==> src/rtl/ariane_pkg.sv <==
// Shared frontend types and constants for the saturating-counter BHT.
// Optional BHT_GSHARE_EN in bht_satcnt folds global history into the row index.
package ariane_pkg;

    localparam int unsigned INSTR_PER_FETCH = 2;
    localparam int unsigned BHT_CTR_BITS = 2;

    typedef struct packed {
        logic                    valid;
        logic [BHT_CTR_BITS-1:0] ctr;
    } bht_entry_t;

    localparam logic [BHT_CTR_BITS-1:0] BHT_CTR_MAX = '1;
    localparam logic [BHT_CTR_BITS-1:0] BHT_WEAK_NT = BHT_CTR_MAX >> 1;
    localparam logic [BHT_CTR_BITS-1:0] BHT_WEAK_T = BHT_CTR_MAX ^ BHT_WEAK_NT;

    typedef enum logic {
        IDLE,
        CLEAR
    } clr_state_e;

endpackage

==> src/rtl/bht_satcnt_sat_counter.sv <==
// Next-entry logic for one BHT counter: weak init on first use, then
// saturating increment/decrement.
module sat_counter #(
    parameter int unsigned WIDTH = 2
) (
    input  logic             valid,
    input  logic [WIDTH-1:0] ctr,
    input  logic             taken,
    output logic             nxt_valid,
    output logic [WIDTH-1:0] nxt_ctr
);

    localparam logic [WIDTH-1:0] MAX = '1;
    localparam logic [WIDTH-1:0] WEAK_NT = MAX >> 1;
    localparam logic [WIDTH-1:0] WEAK_T = MAX ^ WEAK_NT;

    always_comb begin
        nxt_valid = 1'b1;
        nxt_ctr   = ctr;
        unique case (1'b1)
            !valid: nxt_ctr = taken ? WEAK_T : WEAK_NT;
            valid && taken: nxt_ctr = (ctr == MAX) ? ctr : ctr + 1'b1;
            valid && !taken: nxt_ctr = (ctr == '0) ? ctr : ctr - 1'b1;
            default: nxt_ctr = ctr;
        endcase
    end

endmodule

==> src/rtl/bht_satcnt.sv <==
// Saturating-counter branch history table with row-by-row clear sequencing.
// Define BHT_GSHARE_EN to XOR a global history register into the row index.
module bht_satcnt #(
    parameter int unsigned NR_ENTRIES      = 1024,
    parameter int unsigned INSTR_PER_FETCH = ariane_pkg::INSTR_PER_FETCH,
    parameter int unsigned CTR_BITS        = ariane_pkg::BHT_CTR_BITS,
    parameter int unsigned VLEN            = 64,
    parameter int unsigned HIST_BITS       = 8
) (
    input  logic                       clk_i,
    input  logic                       rst_i,
    input  logic                       flush_i,
    input  logic                       debug_mode_i,
    input  logic [VLEN-1:0]            vpc_i,
    input  logic                       update_valid_i,
    input  logic [VLEN-1:0]            update_pc_i,
    input  logic                       update_taken_i,
    output logic [INSTR_PER_FETCH-1:0] bht_valid_o,
    output logic [INSTR_PER_FETCH-1:0] bht_taken_o,
    output logic                       flush_busy_o
);

    import ariane_pkg::*;

    localparam int unsigned NR_ROWS = NR_ENTRIES / INSTR_PER_FETCH;
    localparam int unsigned ROW_BITS = $clog2(NR_ROWS);
    localparam int unsigned COL_BITS = $clog2(INSTR_PER_FETCH);
    localparam int unsigned TOP = ROW_BITS + COL_BITS;

    typedef struct packed {
        logic                valid;
        logic [CTR_BITS-1:0] ctr;
    } entry_t;

    typedef entry_t [INSTR_PER_FETCH-1:0] row_t;

    row_t mem [NR_ROWS];
    row_t rd_data;
    row_t rd_q;

    clr_state_e state;
    logic [ROW_BITS-1:0] clr_ptr;
    logic busy;

    logic [ROW_BITS-1:0] rd_row;
    logic [ROW_BITS-1:0] wr_row;
    logic [COL_BITS-1:0] wr_col;
    logic accept;
    entry_t cur;
    entry_t nxt;

`ifdef BHT_GSHARE_EN
    logic [HIST_BITS-1:0] ghr;
    logic [ROW_BITS-1:0] hash;

    assign hash = ROW_BITS'(ghr);

    always_ff @(posedge clk_i) begin
        if (rst_i) begin
            ghr <= '0;
        end else if (accept) begin
            ghr <= {ghr[HIST_BITS-2:0], update_taken_i};
        end
    end
`else
    logic [ROW_BITS-1:0] hash;
    logic unused_hist;

    assign hash = '0;
    assign unused_hist = ^(32'(HIST_BITS));
`endif

    logic unused_pc;
    assign unused_pc = ^{vpc_i[VLEN-1:TOP+1], vpc_i[0],
                         update_pc_i[VLEN-1:TOP+1], update_pc_i[0]};

    assign busy = (state == CLEAR);
    assign flush_busy_o = busy;

    assign rd_row = vpc_i[TOP:COL_BITS+1] ^ hash;
    assign wr_row = update_pc_i[TOP:COL_BITS+1] ^ hash;
    assign wr_col = update_pc_i[COL_BITS:1];

    assign accept = update_valid_i & ~debug_mode_i & ~busy & ~rst_i;
    assign cur = mem[wr_row][wr_col];

    sat_counter #(
        .WIDTH(CTR_BITS)
    ) u_ctr (
        .valid    (cur.valid),
        .ctr      (cur.ctr),
        .taken    (update_taken_i),
        .nxt_valid(nxt.valid),
        .nxt_ctr  (nxt.ctr)
    );

    always_ff @(posedge clk_i) begin
        if (rst_i) begin
            state   <= CLEAR;
            clr_ptr <= '0;
        end else begin
            unique case (state)
                IDLE: begin
                    if (flush_i) begin
                        state   <= CLEAR;
                        clr_ptr <= '0;
                    end
                end
                CLEAR: begin
                    if (flush_i) begin
                        clr_ptr <= '0;
                    end else if (clr_ptr == ROW_BITS'(NR_ROWS - 1)) begin
                        state   <= IDLE;
                        clr_ptr <= '0;
                    end else begin
                        clr_ptr <= clr_ptr + 1'b1;
                    end
                end
                default: begin
                    state   <= CLEAR;
                    clr_ptr <= '0;
                end
            endcase
        end
    end

    always_ff @(posedge clk_i) begin
        if (busy) begin
            mem[clr_ptr] <= '0;
        end else if (accept) begin
            mem[wr_row][wr_col] <= nxt;
        end
    end

    // The registered read sees this edge's clear or update of the same row.
    always_comb begin
        rd_data = mem[rd_row];
        if (busy && (rd_row == clr_ptr)) begin
            rd_data = '0;
        end
        if (accept && (rd_row == wr_row)) begin
            rd_data[wr_col] = nxt;
        end
    end

    always_ff @(posedge clk_i) begin
        if (rst_i) begin
            rd_q <= '0;
        end else begin
            rd_q <= rd_data;
        end
    end

    always_comb begin
        for (int i = 0; i < INSTR_PER_FETCH; i++) begin
            bht_valid_o[i] = ~busy & rd_q[i].valid;
            bht_taken_o[i] = ~busy & rd_q[i].valid & rd_q[i].ctr[CTR_BITS-1];
        end
    end

endmodule

==> config.mk <==
export PLATFORM = sky130hd
export DESIGN_NAME = bht_satcnt
export DESIGN_NICKNAME = d
export VERILOG_FILES = /design/src/rtl/ariane_pkg.sv /design/src/rtl/bht_satcnt_sat_counter.sv /design/src/rtl/bht_satcnt.sv
export SDC_FILE = /design/constraint.sdc
export NUM_CORES = 2
export LEC_CHECK = 0
export ABC_CLOCK_PERIOD_IN_PS = 21200
export CAP_MARGIN = 15
export CORE_MARGIN = 2
export CORE_UTILIZATION = 40
export CTS_CLUSTER_SIZE = 8
export DETAILED_ROUTE_END_ITERATION = 8
export GPL_ROUTABILITY_DRIVEN = 0
export MAX_ROUTING_LAYER = met4
export PLACE_DENSITY = 0.63
export SYNTH_ARGS = -nofsm -noshare
export SYNTH_HDL_FRONTEND = slang
export SYNTH_HIERARCHICAL = 1
export SYNTH_SLANG_ARGS = --single-unit
==> constraint.sdc <==
create_clock -name clk_i -period 21.2 [get_ports clk_i]
set_clock_uncertainty 0.1 [all_clocks]
set_input_delay 4.24 -clock clk_i [delete_from_list [all_inputs] [get_ports clk_i]]
set_output_delay 4.24 -clock clk_i [all_outputs]
set_load 0.01 [all_outputs]
Word level (Yosys, flattened, before mapping)
Memory sizes are Yosys's and may differ from the RTL's.
Index checks and enable logic that the tools add are counted.
Storage, ports and cells
  register bits after elaboration: 16
  latch bits: 0
  memory bits (writable): 3072
  ROM bits: 0
  bits of input ports: 134
  output and inout bits: 5
  logic and storage cells: 63
  memories: 1
Memory list
  mem: words 512, width 6, rd ports 2, clocked after Yosys merged registers in 0, wr ports 1, RTL line bht_satcnt.sv:37  | row_t mem [NR_ROWS];
Cells by class
  add/subtract/negate cells: 3
  multipliers: 0
  div/mod/pow operators: 0
  order comparisons: 2
  equality and inequality tests: 5
  shift operators: 0
  multiplexer cells: 27
  bitwise logic cells: 10
  reductions and logical operators: 9
Operators with widths (count)
  $mux 9: 4
  $mux 6: 5
  $eq 9x9->1: 2
  $pmux 9 s2: 1
  $add 9x1->9 const B: 1
  $eq 9x9->1 const B: 1
  $mux 3: 3
  $and 1x1->1: 7
  $mux 1: 7
  $bwmux 6: 1
  $mux 2: 3
  $pmux 2 s3: 1
  $reduce_or 6->1: 1
  $logic_and 1x1->1: 5
  $demux 3 s1: 1
  $not 1->1: 3
  $add 2x1->2 const B: 1
  $eq 2x2->1 const B: 1
  $logic_not 1->1: 2
  $logic_not 2->1: 1
  $lt 1x2->1 const B: 1
  $ne 2x2->1 const B: 1
  $pmux 1 s2: 1
  $sub 2x1->2 const B: 1
  $ge 1x1->1 const B: 1

Depth between registers and ports, before layout
  depth after elaboration: 9
  depth in mapped cells: 18
  depth with buffers taken out: 13

Hierarchy
Netlist, hierarchy kept.
By module, submodules not included
  bht_satcnt: times used 1, cells each 7849, area each 140056.8 um^2, sequential area each 92528.7 um^2
  sat_counter: times used 1, cells each 10, area each 51.3 um^2, sequential area each 0.0 um^2

Least setup slack after synthesis
No wires, ideal clock.
  path type: input-to-reg
  start point: input update_pc_i[2]
  end point: memory mem[0][0] (netlist name) (data pin)
  setup time: 2889 ps
  data arrival time: 19264 ps
  data required time: 18211 ps
  setup slack: -1053 ps
  stages: 15
  path buffers: 5
  path through: buf_4 -> buf_4 -> buf_6 -> buf_4 -> buf_4 -> mux4_2 -> a22oi_1 -> nand3_1 -> nand3_1 -> nand4_1 -> and4_1 -> inv_1 -> o21ai_0 -> a22oi_1 -> and2_1
RTL lines
  from (decl): RTL line bht_satcnt.sv:16  | input logic [VLEN-1:0] update_pc_i,
  to (decl): RTL line bht_satcnt.sv:37

==> metrics.txt <==
slowest stage delay, CP=1.11 ns; Pwr Total=13.4 mW; via count of the first global-routing pass=82,600; Syn Nets=7,995; initial core utilization=40.2%; failing checks=capacitance limit; commonest cells after routing, fill and taps aside=edfxtp_1 (3,072), mux4_2 (1,133), nor2_1 (1,104); category of the worst setup path capture point=flop; final critical-path required period=11.86 ns; depth of the critical timing path with buffers and inverters included=16; clk slew on worst S/H paths=0.06 ns; share of synthesized registers carrying an async set or reset=0%; most common library cell in the layout ignoring fill and taps=edfxtp_1; Total GRT Usage=24.4%; cells after synthesis=7,859; Port-buffer cells=29; TritonCTS Sinks=3,086; number of buffers inserted during clock tree synthesis=429; Std-Cell Rows=217; Final Worst Setup Slack=9.34 ns; final std cell area, no fill=156,000 µm²; average detailed-routed wire length per instance=33.9 µm; power density cells=85.7 nW/µm²; sequential-to-total area share from yosys stat=66.0%; DR iter-0 viols=11,000; remaining antenna violation count=0; placed instance area=144,000 µm²; Max Cap Violations=1; Leak Pwr=54.3 nW; Clock Power Share=45.6%; post-route non-filler standard cell count=12,500; area added between synthesis and finish=11.3%; Vias=80,900; hold buffer count at CTS=0; net switching power of the design=2.90 mW; combinational share of power=4.8%; latest clock arrival within the worst-skew pair=0.97 ns; count of warnings emitted by yosys=6; filler cell count in the final layout=29,300; required time of the critical path=21.75 ns; Post-CTS Repair Setup Buffers=0; slowest library cell on the worst path=a2111oi_0; nature of the critical path startpoint=input port; internal power contribution=10.5 mW; total congestion overflow=0; path depth of the worst reg2reg path=14; final hold viol count=0; number of failing setup endpoints in the final timing report=0; count of flip-flops with a built-in enable after synthesis=3,072; Final HPWL DP=256,000 µm; setup repair after global routing missed its margin=false; average instance area after synthesis=17.8 µm²; Critical Path AT=12.41 ns; area of the core=349,000 µm²; dominant cell type by count on the critical path=buf_4; Max Clk Rate=84.3 MHz; Top delay family on crit path=buffers and inverters; number of cells upsized or downsized after cts=0; share of total power consumed by net switching=21.7%; final hold slack=0.445 ns; actual slew at the worst max-slew pin=1.44 ns; number of pins exceeding their max-slew limit in the final report=0; Ports=139; largest fanout of any net on the critical path=108; cell depth of the worst hold path=2; #FFs+latches synth=3,086; WL final=426,000 µm; floorplan die height=596 µm; worst slew margin relative to its limit=1.82%; library cell used as clock root buffer=clkbuf_16; unique cell type count in the Yosys netlist=70; antenna violations before repair=29; status=finished with violations; Buf/Inv on CP=6; Final #Nets=7,967; share of cells above drive strength 1=23.8%; number of iterations in the first detailed-routing pass=6; proportion of power drawn by flip-flops and latches=49.6%; largest net degree at the start of global routing=277; mean number of vias per cell=6.45; wire length of the first global-routing pass=606,000 µm; final worst path period share=55.9%; DP Cell Count=12,000; kind of path behind the tightest hold check=flop to flop; post-placement setup slack=7.94 ns; clk buf depth=4; CTS tree=built; final core utilization=44.7%; Clock H-tree levels=5; final sum of negative setup slack=0 ns; flip-flop cell with the highest count after synthesis=edfxtp_1; die footprint=355,000 µm²; Peak VDD IR=0.0000693 V; critical setup path kind=input port to flop; number of remaining DRC errors=0; Mapped Area=140,000 µm²; die width=596 µm; sequence of cells on the critical path=buf_12 > buf_12 > buf_4 > mux4_2 > mux2i_1 > a22o_1 > a2111oi_0 > o221ai_1 > nand4_1 > and4_1 > a21oi_1 > o21ai_1 > and2_4 > buf_4 > buf_4 > buf_16
==> flip-flops by register name, summed over array words and instances, names as in the netlist <==
register / count
clr_ptr: 9
flush_busy_o: 1
mem: 3072
rd_q: 4
==> synthesized netlist by cell type, drive strengths merged, types with 48 or more instances <==
cell / number / area, µm²
a211oi: 79 / 593
a21oi: 104 / 521
a22oi: 75 / 563
buf: 349 / 2650
clkbuf: 342 / 1280
edfxtp: 3072 / 92200
mux2i: 565 / 5660
mux4: 1133 / 25500
nand2: 162 / 608
nor2: 1110 / 4170
nor3: 48 / 240
o21ai: 93 / 469
o221ai: 153 / 1350
o22ai: 159 / 995
==> layout make-up <==
cell class,instances,area (µm²),share of cell area (%)
Tap cell,4599,5750,3.69
Clock buffer,507,11200,7.15
Clock inverter,19,335,0.215
Sequential cell,3086,92500,59.3
Antenna cell,23,57.6,0.0369
Inverter,12,52.6,0.0337
Timing Repair Buffer,232,2160,1.38
Multi-Input combinational cell,4070,43900,28.2
==> cells by family (layout without fill, tap and decap cells) <==
kind of cell | count (synthesis) | after routing | synth area share, %
muxes | 1713 | 1713 | 22.4
DFF | 3086 | 3086 | 66.0
xor gates and xnor gates | 18 | 18 | 0.113
and+or+nand+nor | 1509 | 1509 | 4.43
AOI/OAI and AO/OA | 827 | 827 | 4.18
buffers and inverters | 703 | 770 | 2.84
adders and majority gates | 2 | 2 | 0.0179
other | 1 | 24 | 0.00268
==> power by group through the flow <==
stage	logic (mW)	clock network [mW]	registers (mW)
2_1_floorplan	0.408	0	6.74
3_3_place_gp	0.632	0	6.74
3_5_place_dp	0.631	0	6.74
4_1_cts	0.632	6.16	6.62
5_1_grt	0.655	6.39	6.61
6_report	0.642	6.10	6.62
==> worst paths after layout <==
path / from / end / slack (ns)
setup / recovery: update_pc_i[2] / mem[467][4]$_DFFE_PP_ / 9.34
hold / removal: clr_ptr[7]$_SDFFE_PP0P_ / clr_ptr[7]$_SDFFE_PP0P_ / 0.45
setup reg to reg: mem[453][1]$_DFFE_PP_ / mem[467][4]$_DFFE_PP_ / 14.33
hold reg to reg: clr_ptr[7]$_SDFFE_PP0P_ / clr_ptr[7]$_SDFFE_PP0P_ / 0.45
==> layer usage <==
| metal | up-vias | routed length [µm] | part of all wire [%] | GRT usage [%] |
|---|---|---|---|---|
| met5 | - | 0 | 0 | - |
| met4 | 0 | 19300 | 4.5 | 10.1 |
| met3 | 954 | 45800 | 11 | 5.76 |
| met2 | 4988 | 203000 | 48 | 38.1 |
| met1 | 42700 | 157000 | 37 | 30.6 |
| li1 | 32300 | - | - | - |
==> worst min-delay path: stages, from the launching register on <==
cell,delay [ns]
dfxtp_1,0.36
nand2_1,0.09
a21oi_1,0.05
(Power assumes the default switching activity.)
